<file path="config.mk">
export PLATFORM = sky130hd
export DESIGN_NAME = ahb_lite_uart_master
export DESIGN_NICKNAME = d
export VERILOG_FILES = /design/src/rtl/ahb_lite_uart_master.sv
export SDC_FILE = /design/constraint.sdc
export NUM_CORES = 1
export LEC_CHECK = 0
export BUFFER_PORTS_ARGS = -buffer_cell sky130_fd_sc_hd__buf_4
export CAP_MARGIN = 20
export CORE_AREA = 4 4 95 164
export CTS_BUF_LIST = sky130_fd_sc_hd__clkbuf_16
export CTS_CLUSTER_SIZE = 24
export DETAILED_ROUTE_END_ITERATION = 10
export DIE_AREA = 0 0 99 168
export PLACE_DENSITY = 0.76
export SKIP_LAST_GASP = 1
export SYNTH_ARGS = -nofsm -noshare
export SYNTH_HDL_FRONTEND = slang
export SYNTH_SLANG_ARGS = --single-unit
</file>
<file path="constraint.sdc">
create_clock -name HCLK -period 3.1 [get_ports HCLK]
set_input_delay 0.155 -clock HCLK [delete_from_list [all_inputs] [get_ports HCLK]]
set_output_delay 0.155 -clock HCLK [all_outputs]
set_load 0.02 [all_outputs]
</file>
<file path="src/rtl/ahb_lite_uart_master.sv">
// Debug bridge: parses a UART byte command stream and issues single-word AHB-Lite reads and writes,
// returning write acks, read data or error bytes on a UART transmit byte stream.
module ahb_lite_uart_master #(
   parameter int unsigned TIMEOUT_CYCLES = 1000000
) (
   input  logic        HCLK,
   input  logic        HRESETn,
   output logic [31:0] HADDR,
   output logic [2:0]  HBURST,
   output logic        HMASTLOCK,
   output logic [3:0]  HPROT,
   output logic [2:0]  HSIZE,
   output logic [1:0]  HTRANS,
   output logic        HWRITE,
   output logic [31:0] HWDATA,
   input  logic [31:0] HRDATA,
   input  logic        HREADY,
   input  logic        HRESP,
   input  logic [7:0]  RX_DATA,
   input  logic        RX_VALID,
   output logic        RX_READY,
   output logic [7:0]  TX_DATA,
   output logic        TX_VALID,
   input  logic        TX_READY,
   output logic        BUSY
);

   localparam int unsigned TW = $clog2(TIMEOUT_CYCLES + 1);

   localparam logic [2:0] S_CMD   = 3'd0;
   localparam logic [2:0] S_ADDR  = 3'd1;
   localparam logic [2:0] S_WDATA = 3'd2;
   localparam logic [2:0] S_APH   = 3'd3;
   localparam logic [2:0] S_DPH   = 3'd4;
   localparam logic [2:0] S_RESP  = 3'd5;

   localparam logic [1:0] TR_IDLE   = 2'b00;
   localparam logic [1:0] TR_NONSEQ = 2'b10;

   localparam logic [7:0] CH_W   = 8'h57;
   localparam logic [7:0] CH_R   = 8'h52;
   localparam logic [7:0] CH_OK  = 8'h4B;
   localparam logic [7:0] CH_ERR = 8'h45;

   assign HBURST    = 3'b000;
   assign HMASTLOCK = 1'b0;
   assign HPROT     = 4'b0011;
   assign HSIZE     = 3'b010;

   logic [2:0]    state_q, state_n;
   logic [1:0]    cnt_q, cnt_n;
   logic [TW-1:0] tmo_q, tmo_n;
   logic [31:0]   addr_q, addr_n;
   logic [31:0]   rdata_q, rdata_n;
   logic [31:0]   haddr_n, hwdata_n;
   logic [1:0]    htrans_n;
   logic          hwrite_n, rx_ready_n, tx_valid_n, busy_n, rx_fire;
   logic [7:0]    tx_data_n;

   // State and registered outputs
   always_ff @(posedge HCLK or negedge HRESETn) begin
      if (!HRESETn) begin
         state_q  <= S_CMD;
         cnt_q    <= 2'd0;
         tmo_q    <= '0;
         addr_q   <= 32'd0;
         rdata_q  <= 32'd0;
         HADDR    <= 32'd0;
         HTRANS   <= TR_IDLE;
         HWRITE   <= 1'b0;
         HWDATA   <= 32'd0;
         RX_READY <= 1'b1;
         TX_DATA  <= 8'd0;
         TX_VALID <= 1'b0;
         BUSY     <= 1'b0;
      end else begin
         state_q  <= state_n;
         cnt_q    <= cnt_n;
         tmo_q    <= tmo_n;
         addr_q   <= addr_n;
         rdata_q  <= rdata_n;
         HADDR    <= haddr_n;
         HTRANS   <= htrans_n;
         HWRITE   <= hwrite_n;
         HWDATA   <= hwdata_n;
         RX_READY <= rx_ready_n;
         TX_DATA  <= tx_data_n;
         TX_VALID <= tx_valid_n;
         BUSY     <= busy_n;
      end
   end

   // Next-state and next-output logic
   always_comb begin
      state_n    = state_q;
      cnt_n      = cnt_q;
      tmo_n      = tmo_q;
      addr_n     = addr_q;
      rdata_n    = rdata_q;
      haddr_n    = HADDR;
      hwrite_n   = HWRITE;
      hwdata_n   = HWDATA;
      tx_data_n  = TX_DATA;
      tx_valid_n = TX_VALID;
      rx_fire    = RX_VALID & RX_READY;

      case (state_q)
         S_CMD: begin
            if (rx_fire && (RX_DATA == CH_W || RX_DATA == CH_R)) begin
               hwrite_n = (RX_DATA == CH_W);
               cnt_n    = 2'd0;
               tmo_n    = TW'(TIMEOUT_CYCLES);
               state_n  = S_ADDR;
            end
         end
         S_ADDR: begin
            if (rx_fire) begin
               addr_n = {addr_q[23:0], RX_DATA};
               tmo_n  = TW'(TIMEOUT_CYCLES);
               cnt_n  = cnt_q + 2'd1;
               if (cnt_q == 2'd3) begin
                  haddr_n = {addr_n[31:2], 2'b00};
                  state_n = HWRITE ? S_WDATA : S_APH;
               end
            end else if (tmo_q == '0) begin
               cnt_n   = 2'd0;
               state_n = S_CMD;
            end else begin
               tmo_n = tmo_q - TW'(1);
            end
         end
         S_WDATA: begin
            if (rx_fire) begin
               hwdata_n = {HWDATA[23:0], RX_DATA};
               tmo_n    = TW'(TIMEOUT_CYCLES);
               cnt_n    = cnt_q + 2'd1;
               if (cnt_q == 2'd3) state_n = S_APH;
            end else if (tmo_q == '0) begin
               cnt_n   = 2'd0;
               state_n = S_CMD;
            end else begin
               tmo_n = tmo_q - TW'(1);
            end
         end
         S_APH: begin
            if (HREADY) state_n = S_DPH;
         end
         S_DPH: begin
            // HRESP is only meaningful on the completing (HREADY=1) cycle
            if (HREADY) begin
               state_n    = S_RESP;
               tx_valid_n = 1'b1;
               rdata_n    = {HRDATA[23:0], 8'h00};
               if (HRESP) begin
                  tx_data_n = CH_ERR;
                  cnt_n     = 2'd3;
               end else if (HWRITE) begin
                  tx_data_n = CH_OK;
                  cnt_n     = 2'd3;
               end else begin
                  tx_data_n = HRDATA[31:24];
                  cnt_n     = 2'd0;
               end
            end
         end
         S_RESP: begin
            if (TX_READY) begin
               if (cnt_q == 2'd3) begin
                  tx_valid_n = 1'b0;
                  cnt_n      = 2'd0;
                  state_n    = S_CMD;
               end else begin
                  tx_data_n = rdata_q[31:24];
                  rdata_n   = {rdata_q[23:0], 8'h00};
                  cnt_n     = cnt_q + 2'd1;
               end
            end
         end
         default: state_n = S_CMD;
      endcase

      htrans_n   = (state_n == S_APH) ? TR_NONSEQ : TR_IDLE;
      busy_n     = (state_n != S_CMD);
      rx_ready_n = (state_n == S_CMD) || (state_n == S_ADDR) || (state_n == S_WDATA);
   end

endmodule

</file>
Word level (Yosys, flattened, before mapping). Cells that the tools add are included.

Logic and storage cells: 94. Bits of input ports: 46. Output and inout bits: 89. Bits in registers: 157.

Bitwise operators: 1. Add/sub/neg operators: 2. Mux-type cells: 40. Reduce and logical (&&, ||, !) cells: 20. Equal/unequal tests: 18.

Operators by type and width (count): $mux W32 (3); $pmux W32 S2 (1); $mux W20 (3); $mux W8 (5); $pmux W20 S2 (1); $mux W3 (10); $logic_not A20 Y1 (1); $sub A20 B1 Y20 const B (1); $mux W2 (9); $pmux W3 S6 (1); $eq A8 B7 Y1 const B (2); $pmux W8 S2 (1); $eq A3 B2 Y1 const B (4); $ne A2 B2 Y1 const B (5); $pmux W2 S4 (1); $reduce_and A4 Y1 (2); $eq A3 B1 Y1 const B (2); $eq A3 B3 Y1 const B (2); $logic_not A3 Y1 (2); $reduce_and A2 Y1 (3); $reduce_and A3 Y1 (2); $reduce_and A5 Y1 (1); $mux W1 (4); $reduce_bool A2 Y1 (2); 11 further kinds (13).

Longest topological paths before layout. Gate-level depths: netlist of run 1.

Depth after elaboration: 8. Gate-level depth with buffers: 8.

Worst setup path after synthesis of run 1. OpenSTA, ideal clock, no wires.

Path kind: register -> register. Start: reg tmo_q[6]. End: reg cnt_q[0]. Data arrival time: 1.790 ns. Path buffers: 0. Stages on the path, launching flop included: 6. Data required time: 2.973 ns. Path slack: 1.183 ns. Period minus slack after synthesis: 1.917 ns. Path through: dfrtp_1 nor4_4 nand4_4 o21ai_2 and4_1 mux2_1.

Word-level cells in the longest chain between the ends: 3.

RTL lines: start, declared (line 52) `logic [TW-1:0] tmo_q, tmo_n;`; start signal, assigned (line 79) `tmo_q <= tmo_n;`; $logic_not A20 Y1 (line 125, 138); $ne A3 B1 Y1 (no line); $reduce_and A5 Y1 (no line); end signal, assigned (line 78) `cnt_q <= cnt_n;`; end, declared (line 51) `logic [1:0] cnt_q, cnt_n;`.

Every way passes these cells. A chain may end at the register's enable or synchronous reset.

Worst setup path in the final report of run 1.
Start: reg state_q[0]. End: reg tmo_q[13].

Word-level cells in the longest chain between the ends: 4. Elaborated cells between the ends (all ways): 9. Those cells by class: eq/ne: 4; mux: 1; reduce/logical: 4.

RTL lines: start, declared (line 50) `logic [2:0] state_q, state_n;`; start signal, assigned (line 77) `state_q <= state_n;`; $eq A3 B2 Y1 / $eq A3 B1 Y1 (equally long branches) (line 107) `case (state_q)`; $reduce_or A2 Y1 (no line); $ne A3 B3 Y1 (no line) / $reduce_bool A2 Y1 (equally long branches); $reduce_and A3 Y1 (no line).

Several ways; a longest one is shown, not always the timed one.

==> results.yml, run 1 <==
layout:
  final_area_mm2: 0.00846
  finalNetCount: 771
  area_growth_pct: 26.6
  postLayoutCoreUtil_pct: 59.2
  drive_gt1_share_pct: 35.7
  diodes: 0
detailed_routing:
  wl_per_cell_um: 17.0
  drt_pass1_iterations: 5
  drc: 0
  dr.first_iter.drc_count: 267
  ant_nets: 0
  avgViaCountPerCell: 5.53
  routed_wl_um: 15600
  via_count: 5062
worst_hold_path:
  whs_path_depth: 3
  holdCritStartpoint: "HRDATA[8]"
  min_to: "rdata_q[16]"
  hold_class: "input pin to register"
cts:
  clk_latency_ns: 0.41
  cts_num_sinks: 148
  cts_tree: "yes"
  clockBufferDepth: 2
  ctsRootBufferMaster: "clkbuf_16"
  numCtsBuffers: 17
  path_clk_slew_ns: 0.06
  cts_resized: 0
  cts_max_level: 4
synthesis:
  synth-seq-cells: 148
  ys.flop_type: "dfrtp_1"
  ys_warn_count: 0
  netlist_area_mm2: 0.00668
  synth_area_per_cell_um2: 11.4
  seq_area_frac_synth_pct: 55.4
  synth_edf_count: 0
  synthCells: 587
  synthArstFlopShare_pct: 100
  ys_types: 52
worst_setup_path:
  cp.arrival_ns: 2.76
  cp_cell_sequence: "xnor2_1 > or3_1 > nor3_4 > nor3_2 > mux2_4"
  worstRegToRegCells: 5
  critical_path_class: "register to register"
  cp-start-kind: "register"
  regToRegStartpoint: "state_q[0]"
  cpMaxStageDelayCell: "dfrtp_1"
  max_stage_delay_ns: 0.74
  worstReg2RegEnd: "tmo_q[13]"
  end_kind: "register"
  required_ns: 3.39
  path_max_fanout: 23
  reg2reg_slack_ns: 0.63
placement:
  place.gp.congestion: 0.845
  pre_cts_ws_ns: 0.673
  dpl_cell_area_mm2: 0.00771
  io_buffers: 120
  place_hpwl_um: 11100
grt:
  grt_pass1_wl_um: 25900
  grt_use_total_pct: 19.5
  grt_pass1_vias: 5253
  grtUsageMet2_pct: 35.1
  grt.overflow.total: 0
  met1_usage_pct: 21.2
  antenna_found_initial: 0
  grt_max_degree: 68
  grt_use_met3_pct: 4.89
  grt_busiest_layer: "met2"
die:
  dieArea_mm2: 0.0166
  die_h_um: 168
  ioPinCount: 135
  initial_core_util_pct: 46.7
  core_area_mm2: 0.0143
  die_w_um: 99
  rows: 58
sta:
  fmax_mhz: 404
  clock-skew-final_ns: 0.0111
  slew_violations: 0
  rsz0062_at_grt: "false"
  worst_pin_slew_ns: 0.873
  finalCriticalPeriod_ns: 2.47
  setup_violations: 0
  timing.final.ws_setup_ns: 0.628
  slew_headroom_pct: 41.8
  period_share_pct: 79.8
  finalHoldViolations: 0
  tns_ns: 0
pwr:
  p_leak_nw: 3.97
  powerDensity_mw_per_mm2: 905
  finalPower_mw: 7.66
  ir_worst_vdd_mv: 0.494
run:
  drv_cap: 0
run_status:
  outcome: "complete, no violations"
## final cells by class
class	count	area, um^2
Fill cell	1174	5830
Sequential cell	148	3700
Multi-Input combinational cell	399	2770
Timing Repair Buffer	149	1180
Clock buffer	17	425
Tap cell	180	225
Clock inverter	15	124
Inverter	8	30.0
## metal layers
metal	vias up	wire length [um]
li1	2352	-
met1	2513	5760
met2	164	8650
met3	33	692
met4	0	461
met5	-	0
## report_power, final
| part | total, mW | internal, mW | switching, mW |
|---|---|---|---|
| Combinational | 2.66 | 1.21 | 1.45 |
| Clock | 1.88 | 1.04 | 0.838 |
| Sequential | 3.12 | 2.60 | 0.521 |
| Total | 7.66 | 4.86 | 2.81 |
## cells by family after synthesis
family                   share of synthesized area [%]
AND/OR/NAND/NOR                                   13.8
flip-flops                                        55.4
AO/OA/AOI/OAI                                     10.6
multiplexers                                      15.4
buffers and inverters                             4.06
adder cells (fa/ha/maj)                          0.374
other                                            0.112
XOR/XNOR                                         0.262
## cells in the final DEF (no fill, tap or decap), types with 3 or more instances in the layout
master         instances
clkinv_4               5
nor3_2                 5
nand3_1               11
or3_1                  6
a211oi_1               3
dlygate4sd3_1         20
nor3_4                 3
and4_1                 3
mux2_2                86
dfrtp_1              147
nand2b_1               3
a22o_1                 8
o21ai_0               30
and2_1                 4
inv_8                  3
a21boi_0               5
or4_1                  3
nand2_1               67
conb_1                14
o41ai_1                3
nand3b_1               4
clkbuf_16             17
o31ai_1                6
nor2_1                42
nor3_1                13
a21oi_1               23
buf_4                127
inv_1                  8
a31oi_1               23
## cells in the mapped netlist (8+ instances only)
library cell	number	area [um^2]
nand2_1	67	251
a21oi_1	23	115
nor3_1	14	70.1
buf_4	14	105
nor2_1	42	158
a31oi_1	23	144
a22o_1	8	70.1
inv_1	8	30.0
nand3_1	11	55.1
mux2_2	86	968
clkbuf_1	11	41.3
buf_2	19	95.1
dfrtp_1	147	3680
o21ai_0	30	150
## critical path: cells and delay by family (launching register included)
family	cells	cell delay, ns
flip-flops	1	0.74
XOR/XNOR	1	0.18
AND/OR/NAND/NOR	3	1.11
multiplexers	1	0.32
## worst max path at each step
stage | start | depth (start not counted) | slack, ns | endpoint
after floorplan | tmo_q[6] | 5 | 1.18 | cnt_q[0]
after global placement | state_q[0] | 5 | 0.78 | tmo_q[13]
after detailed placement | state_q[0] | 5 | 0.67 | tmo_q[13]
after CTS | state_q[0] | 5 | 0.67 | tmo_q[13]
after global routing | state_q[0] | 5 | 0.44 | tmo_q[13]
final | state_q[0] | 5 | 0.63 | tmo_q[13]
## per-stage QoR
| step | hold WS (ns) | cells |
|---|---|---|
| after floorplan | -0.141 | 599 |
| after global placement | 0.185 | 864 |
| after detailed placement | 0.194 | 864 |
| after CTS | 0.00216 | 913 |
| after global routing | 0.00347 | 916 |
| final | 0.0111 | 916 |
## state kept, by name (all words and copies together), names as in the netlist
name / cells
BUSY: 1
HADDR: 30
HTRANS: 1
HWDATA: 32
HWRITE: 1
RX_READY: 1
TX_DATA: 8
TX_VALID: 1
addr_q: 24
cnt_q: 2
rdata_q: 24
state_q: 3
tmo_q: 20
## repair_timing
item / in CTS / in global routing
hold buffers: 17 / 3
hold endpoints to repair: 81 / 3
setup buffers: 0 / 0
Note: power is estimated with default switching activity, not from simulation.
==> run 2, diff against run 1 <==
--- a/config.mk
+++ b/config.mk
@@ -5,6 +5,7 @@
 export SDC_FILE = /design/constraint.sdc
 export NUM_CORES = 1
 export LEC_CHECK = 0
+export ABC_AREA = 1
 export BUFFER_PORTS_ARGS = -buffer_cell sky130_fd_sc_hd__buf_4
 export CAP_MARGIN = 20
 export CORE_AREA = 4 4 95 164
==> constraint.sdc (replaced) <==
create_clock -name HCLK -period 2.5 [get_ports HCLK]
set_input_delay 0.125 -clock HCLK [delete_from_list [all_inputs] [get_ports HCLK]]
set_output_delay 0.125 -clock HCLK [all_outputs]
set_load 0.02 [all_outputs]
==> run 2 against run 1 <==
  * Clock power up 31%
  * Synthesized cell count up 32%
  * Sequential cell count unchanged
  * Count of clock-buffer cells in the layout did not move
  * First-iteration DRC count increased by 54%
  * Combinational power increased by 53%
  * Critical path depth up 5
  * Utilization increased by 1.0 points
  * Critical endpoint is now tmo_q[16]
  * Highest routed layer unchanged
==> results.yml, run 2 <==
placement:
  dpl_cell_area_mm2: 0.00770
  place_hpwl_um: 11500
  place.gp.congestion: 0.831
  io_buffers: 120
sta:
  slew_headroom_pct: 52.0
  setup_violations: 0
  rsz0062_at_grt: "false"
  whs_ns: 0.00990
  clock-skew-final_ns: 0.00887
  tns_ns: 0
  period_share_pct: 90.3
  fmax_mhz: 443
  slew_violations: 0
  finalHoldViolations: 0
  finalCriticalPeriod_ns: 2.26
  worst_pin_slew_ns: 0.718
synthesis:
  synth_top_area_share_pct: 55.0
  synthCells: 774
  ys_warn_count: 0
  ys_types: 38
  netlist_top_cells_count: "nand2_1 (209), dfrtp_1 (147), o21ai_0 (81), nor2_1 (72), inv_1 (69)"
  netlist_area_mm2: 0.00668
  seq_area_frac_synth_pct: 55.4
  synth_area_per_cell_um2: 8.63
  ys.flop_type: "dfrtp_1"
  synth_most_common_cell: "nand2_1"
  synth_edf_count: 0
  synthArstFlopShare_pct: 100
  synth.area.top_cells: "dfrtp_1 (55%), nand2_1 (12%), o21ai_0 (6.1%)"
  synth-seq-cells: 148
  synth_area_leader_cell: "dfrtp_1"
layout:
  area_growth_pct: 28.8
  finalNetCount: 974
  final_area_mm2: 0.00861
  largest_register_ffs: 32
  drive_gt1_share_pct: 21.6
  ff_latch_area_mm2: 0.00370
  diodes: 0
  largestRegisters: "HWDATA (32), HADDR (30)"
  fill_cells: 1240
  layout_commonest_cell: "nand2_1"
  regMostFlops: "HWDATA"
  postLayoutCoreUtil_pct: 60.2
  multi_input_area_mm2: 0.00248
  final_cell_mix: "nand2_1 (209), dfrtp_1 (147), buf_4 (130)"
detailed_routing:
  drt_pass1_iterations: 5
  drc: 0
  ant_nets: 0
  wl_per_cell_um: 14.7
  avgViaCountPerCell: 5.10
  via_count: 5706
  routed_wl_um: 16400
  dr.first_iter.drc_count: 411
die:
  rows: 58
  core_area_mm2: 0.0143
  die_h_um: 168
  ioPinCount: 135
  dieArea_mm2: 0.0166
  die_w_um: 99
  initial_core_util_pct: 46.7
cts:
  cts_tree: "yes"
  clockBufferDepth: 2
  path_clk_slew_ns: 0.06
  cts_max_level: 4
  ctsRootBufferMaster: "clkbuf_16"
  clk_latency_ns: 0.42
  cts_num_sinks: 148
  numCtsBuffers: 17
pwr:
  p_leak_nw: 4.35
  finalPower_mw: 10.4
  powerDensity_mw_per_mm2: 1200
  ir_worst_vdd_mv: 0.487
run:
  drv_cap: 0
worst_setup_path:
  cp-start-kind: "register"
  cp.arrival_ns: 2.60
  path_max_fanout: 13
  end_kind: "register"
  critical_path_class: "register to register"
  required_ns: 2.84
grt:
  grt_pass1_vias: 5666
  grt_max_degree: 64
  antenna_found_initial: 0
  grt_pass1_wl_um: 27200
  grt_use_total_pct: 20.3
  grt.overflow.total: 0
run_status:
  outcome: "complete, no violations"
worst_hold_path:
  hold_class: "input pin to register"
[run 2: cell types whose count changed in the layout (fill, tap and decap cells not counted), sizes merged, moves of 18 or more]
cell   previous run  this run
inv              13        82
mux2             89        14
nand2            67       214
nand3            11        36
nor2             42        75
nor3             21         3
o21ai            31        91
[run 2: kinds of logic (layout without fill, tap and decap cells)]
| kind of cell | after synthesis | after routing | share of synthesized area, % |
|---|---|---|---|
| mux | 14 | 14 | 2.36 |
| buf+inv | 121 | 274 | 8.24 |
| other cells | 2 | 14 | 0.112 |
| simple gates | 350 | 350 | 22.1 |
| compound gates | 133 | 133 | 10.9 |
| xor+xnor | 4 | 4 | 0.524 |
| flops | 148 | 148 | 55.4 |
| fa+ha+maj | 2 | 2 | 0.374 |
[run 2: path summary, 6_finish.rpt]
check / slack (ns) / end / from / depth (start not counted)
min reg2reg: 0.47 / rdata_q[10] / rdata_q[10] / 2
max: 0.24 / tmo_q[16] / RX_READY / 10
max reg2reg: 0.24 / tmo_q[16] / RX_READY / 10
min: 0.01 / rdata_q[17] / HRDATA[9] / 3
max in group asynchronous: 1.50 / HADDR[3] / HRESETn / 3
min in group asynchronous: 0.24 / BUSY / HRESETn / 2
[run 2: report_power, final]
| group | switching (mW) | internal [mW] |
|---|---|---|
| Clock | 1.07 | 1.39 |
| Combinational | 2.57 | 1.49 |
| Sequential | 0.561 | 3.29 |
| Total | 4.20 | 6.17 |
[run 2: repair_timing]
item,4_1_cts,5_1_grt
hold endpoints to repair,92,0
gates resized for setup,0,1
endpoints found under the setup margin,0,11
hold buffers,33,0
setup buffers,0,0
[run 2: worst max-delay path, cell delays in order (launching register included)]
cell     delay (ns)
dfstp_2        0.53
nand2_2        0.14
inv_2          0.20
nand3_1        0.14
nor2_1         0.11
nand2_1        0.12
nand2_1        0.22
nand2_2        0.23
inv_2          0.28
nand2_1        0.14
o21ai_2        0.07
[run 2: stage by stage]
| step | setup slack, ns | instances |
|---|---|---|
| final | 0.242 | 1119 |
| after detailed placement | 0.221 | 1054 |
| after global placement | 0.307 | 1054 |
| after global routing | 0.0980 | 1119 |
| after floorplan | 0.784 | 786 |
| after CTS | 0.188 | 1119 |
[run 2: layout make-up]
class / count / area share [%]
Clock buffer: 17 / 4.94
Clock inverter: 15 / 1.67
Inverter: 77 / 3.39
Multi-Input combinational cell: 517 / 28.8
Sequential cell: 148 / 43.0
Tap cell: 180 / 2.62
Timing Repair Buffer: 165 / 15.5
[run 2: per-layer routing]
metal | up-vias | GRT usage (%) | routed length [um]
li1 | 2782 | - | -
met5 | - | 0 | 0
met2 | 169 | 36.5 | 8910
met1 | 2715 | 22.5 | 6190
met3 | 40 | 3.98 | 736
met4 | 0 | 10.3 | 597
